$ cat src/rtl/direction_queue.sv
// Direction register with a small turn FIFO: filters key presses into legal turns,
// queues them, and commits one queued turn per game-step tick.
module direction_queue #(
    parameter int          DEPTH         = 2,
    parameter logic [1:0]  INIT_DIR      = 2'b01,
    parameter bit          ALLOW_REVERSE = 1'b0
) (
    input  logic                       clk,
    input  logic                       reset,
    input  logic                       left,
    input  logic                       up,
    input  logic                       right,
    input  logic                       down,
    input  logic                       tick,
    output logic [1:0]                 dir,
    output logic                       dir_changed,
    output logic [$clog2(DEPTH+1)-1:0] pending,
    output logic                       overflow
);

    localparam int CW = $clog2(DEPTH + 1);
    localparam int PW = (DEPTH > 1) ? $clog2(DEPTH) : 1;

    typedef enum logic [1:0] {
        D_UP    = 2'b00,
        D_RIGHT = 2'b01,
        D_DOWN  = 2'b10,
        D_LEFT  = 2'b11
    } dir_t;

    logic [3:0]    keys;
    logic [3:0]    prev;
    logic [3:0]    edges;
    logic          cand_valid;
    logic [1:0]    cand;
    logic [1:0]    tail;
    logic          accept;
    logic          room;
    logic          do_push;
    logic          do_pop;
    logic          drop;

    logic [1:0]    mem [DEPTH];
    logic [PW-1:0] wr_ptr;
    logic [PW-1:0] rd_ptr;
    logic [PW-1:0] last_ptr;
    logic [CW-1:0] count;

    function automatic logic [PW-1:0] ptr_inc(input logic [PW-1:0] p);
        return (p == PW'(DEPTH - 1)) ? '0 : p + 1'b1;
    endfunction

    assign keys  = {left, up, right, down};
    assign edges = keys & ~prev;

    // Only a single fresh edge is a press; chords are ignored outright.
    always_comb begin
        cand_valid = 1'b1;
        cand       = D_UP;
        unique case (edges)
            4'b1000: cand = D_LEFT;
            4'b0100: cand = D_UP;
            4'b0010: cand = D_RIGHT;
            4'b0001: cand = D_DOWN;
            default: cand_valid = 1'b0;
        endcase
    end

    assign last_ptr = (wr_ptr == '0) ? PW'(DEPTH - 1) : wr_ptr - 1'b1;
    assign tail     = (count != '0) ? mem[last_ptr] : dir;

    always_comb begin
        accept = cand_valid && (cand != tail);
        if (!ALLOW_REVERSE && (cand == (tail ^ 2'b10)))
            accept = 1'b0;
    end

    // A pop in the same cycle frees the slot a full-queue push needs.
    assign do_pop  = tick && (count != '0);
    assign room    = (count < CW'(DEPTH)) || do_pop;
    assign do_push = accept && room;
    assign drop    = accept && !room;

    always_ff @(posedge clk) begin
        if (do_push && !reset)
            mem[wr_ptr] <= cand;
    end

    always_ff @(posedge clk) begin
        if (reset) begin
            prev        <= '0;
            wr_ptr      <= '0;
            rd_ptr      <= '0;
            count       <= '0;
            dir         <= INIT_DIR;
            dir_changed <= 1'b0;
            overflow    <= 1'b0;
        end else begin
            prev        <= keys;
            dir_changed <= do_pop;
            if (do_push)
                wr_ptr <= ptr_inc(wr_ptr);
            if (do_pop) begin
                rd_ptr <= ptr_inc(rd_ptr);
                dir    <= mem[rd_ptr];
            end
            if (do_push && !do_pop)
                count <= count + 1'b1;
            else if (do_pop && !do_push)
                count <= count - 1'b1;
            if (drop)
                overflow <= 1'b1;
        end
    end

    assign pending = count;

endmodule
$ cat config.mk
export PLATFORM = sky130hd
export DESIGN_NAME = direction_queue
export DESIGN_NICKNAME = d
export VERILOG_FILES = /design/src/rtl/direction_queue.sv
export SDC_FILE = /design/constraint.sdc
export NUM_CORES = 1
export LEC_CHECK = 0
export BUFFER_PORTS_ARGS = -buffer_cell sky130_fd_sc_hd__buf_2
export CORE_UTILIZATION = 56
export CTS_CLUSTER_DIAMETER = 120
export DETAILED_ROUTE_END_ITERATION = 8
export PLACE_DENSITY_LB_ADDON = 0.3
export SLEW_MARGIN = 20
export SYNTH_ARGS = -nofsm -noshare
export SYNTH_HDL_FRONTEND = slang
export SYNTH_SLANG_ARGS = --single-unit
$ cat constraint.sdc
create_clock -name clk -period 4.9 [get_ports clk]
set_clock_uncertainty 0.2 [all_clocks]
set_input_delay 0.245 -clock clk [delete_from_list [all_inputs] [get_ports clk]]
set_output_delay 0.245 -clock clk [all_outputs]
set_load 0.005 [all_outputs]
==> flow_summary.json <==
{
  "drt-initial-drc-count": 6,
  "drc": 0,
  "cp_max_fo": 6,
  "die_area_um2": 1526,
  "hold_viol_final": 0,
  "synth_edf_count": 4,
  "avgViaCountPerCell": 5.623,
  "grt_max_degree": 15,
  "ir_worst_vdd_mv": 0.2783,
  "min-delay-path-class": "input port to flip-flop",
  "yosysUniqueCellTypes": 29,
  "core-area_um2": 1186,
  "cp-start-kind": "input port",
  "fin_area_um2": 890.9,
  "yosys.area.top_type": "dfxtp_1",
  "ctsResizeCount": 0,
  "finalNetCount": 101,
  "rsz0062_at_grt": "no",
  "ios": 13,
  "cts_buffers": 3,
  "first_pass_iters": 4,
  "clk_pin_slew_worst_paths_ns": 0.09,
  "critical_path_class": "input port to flip-flop",
  "wl_per_cell_um": 13.87,
  "max_cap_violations": 0,
  "ff2ff_path_depth": 8,
  "crit_arrival_ns": 2.82,
  "worstSkewPairLatency_ns": 0.29,
  "worstSetupEndpointType": "flip-flop",
  "cp-endpoint": "pending[1]",
  "fin_setup_tns_ns": 0,
  "area_delta_synth_final_pct": 15.77,
  "cts_tree": "built",
  "p_leak_nw": 0.3569,
  "status": "finished, final reports clean",
  "antenna_found_initial": 0,
  "clockBufferDepth": 2,
  "r2r_end": "pending[1]",
  "ys_ff_latch": 16,
  "use_met3_pct": 8.671,
  "synthTopCellsByArea": "dfxtp_1 31%, edfxtp_1 16%, nor2b_1 4.1%",
  "r2r_start": "wr_ptr",
  "gr-max-usage-layer": "met2",
  "core.rowCount": 12,
  "yosysWarnings": 0,
  "fin_crit_sh_pct": 57.00,
  "final_core_util_pct": 75.11,
  "gp_congestion": 0.7744,
  "gr-usage-all-layers_pct": 24.06,
  "met2_usage_pct": 41.67,
  "fp.dieH_um": 39.07,
  "pre_cts_ws_ns": 2.382,
  "grtUsageMet1_pct": 24.82,
  "port_buffers": 12,
  "cp.required_ns": 4.93,
  "grt_pass1_wl_um": 2311,
  "cp-startpoint": "down",
  "ys_async_sr_fraction_pct": 0,
  "cts_sinks": 16,
  "worstMarginPinSlew_ns": 0.5359,
  "grt_pass1_vias": 561,
  "grt_remaining_overflow": 0,
  "r2r_slack_ns": 2.40,
  "relSlewSlack_pct": 64.20,
  "mostFrequentLayoutCells": "12 x dfxtp_1, 12 x buf_2, 7 x nor2_1",
  "synth_top_area_share_pct": 31.22,
  "wl_um": 1470,
  "antenna_cells": 0,
  "path_cells": "dlygate4sd3_1 > buf_2 > nor2b_1 > nor4_1 > o21a_1 > nor2_2 > inv_1 > ha_1 > or3_1 > a21oi_1",
  "final_max_slew_viol_count": 0,
  "fmax_mhz": 358.1,
  "place_area_um2": 834.6,
  "slowest_delay_ns": 0.53,
  "hpwl_um": 1068,
  "syn_nets": 83,
  "die_x_um": 39.07,
  "root_buffer": "clkbuf_4",
  "syn_avg_cell_area_um2": 10.26,
  "synth_flop_cell": "dfxtp_1",
  "vias": 596,
  "htree_levels": 1,
  "start_util_pct": 64.87,
  "setup_viol": 0,
  "antenna_left": 0,
  "layout_min_cycle_time_ns": 2.793,
  "yosysSeqAreaShare_pct": 46.83,
  "slowest_stage": "dlygate4sd3_1",
  "post-route-worst-setup-slack_ns": 2.107,
  "power.density_nw_per_um2": 421.2,
  "drive_gt1_share_pct": 25.00,
  "synth_cells": 75,
  "syn_area_um2": 769.5
}
worst max-delay path: cells and delay by family:
kind	cells	cell delay, ns
and+or+nand+nor	4	1.13
AOI/OAI and AO/OA	2	0.40
adders and majority gates	1	0.33
buffers and inverters	3	0.71
repair_timing:
item	CTS	global route
hold buffers	3	0
setup buffers	0	0
endpoints found under the hold margin	3	0
state kept, by name (all words and copies together) (netlist names):
register,count
dir_changed,1
pending,2
rd_ptr,1
wr_ptr,1
dir,2
mem,4
overflow,1
prev,4
worst min-delay path by stage:
stage / startpoint / endpoint / cells past startpoint
final: up / prev[2] / 2
after global routing: up / prev[2] / 2
after global placement: overflow / overflow / 2
after CTS: up / prev[2] / 2
after floorplan: reset / prev[0] / 1
after detailed placement: overflow / overflow / 2
metrics by stage:
step	std cells	total power, mW	hold slack [ns]
6_report	106	0.3752	0.01256
3_5_place_dp	99	0.3033	0.2377
4_1_cts	106	0.3761	0.004445
5_1_grt	106	0.3979	0.03233
3_3_place_gp	99	0.2945	0.2328
2_1_floorplan	75	0.2687	0.1166
power by group:
| group | internal (mW) | switching (mW) | total [mW] |
|---|---|---|---|
| registers | 0.156 | 0.0189 | 0.175 |
| clock network | 0.0297 | 0.0424 | 0.0721 |
| logic | 0.0591 | 0.0687 | 0.128 |
cells in the mapped netlist, drive strengths merged (2+ instances only):
cell type,instances
xnor2,2
nor3,5
nand2b,2
a21oi,4
o21a,2
nor2b,5
nor2,8
o21ai,3
dfxtp,12
inv,2
and2b,4
nor4,5
nor3b,2
xor2,3
mux2i,3
edfxtp,4
routing by layer:
metal  share of wire (%)  routed length (um)
met1                  43                 637
met2                  51                 753
met3                 3.3                  48
met4                 2.0                  30
met5                   0                   0
cells by family (layout without fill, tap and decap cells):
family                     count (synthesis)  count (layout)  share of synthesized area [%]
xor gates and xnor gates                   5               5                          5.692
DFF                                       16              16                          46.83
AOI/OAI and AO/OA                         11              11                          9.105
muxes                                      3               3                          3.903
and+or+nand+nor                           35              35                          30.24
adders and majority gates                  1               1                          1.626
buffers and inverters                      4              21                          2.602
final cells by class:
cell class	count	area (um^2)
sequential	16	360.3
multi-input combinational	55	389.1
clock buffer	3	22.52
clock inverter	1	3.754
inverter	2	7.507
fill	93	295.3
tap	14	17.52
timing repair buffer	15	90.09
Note: power is estimated with default switching activity, not from simulation.
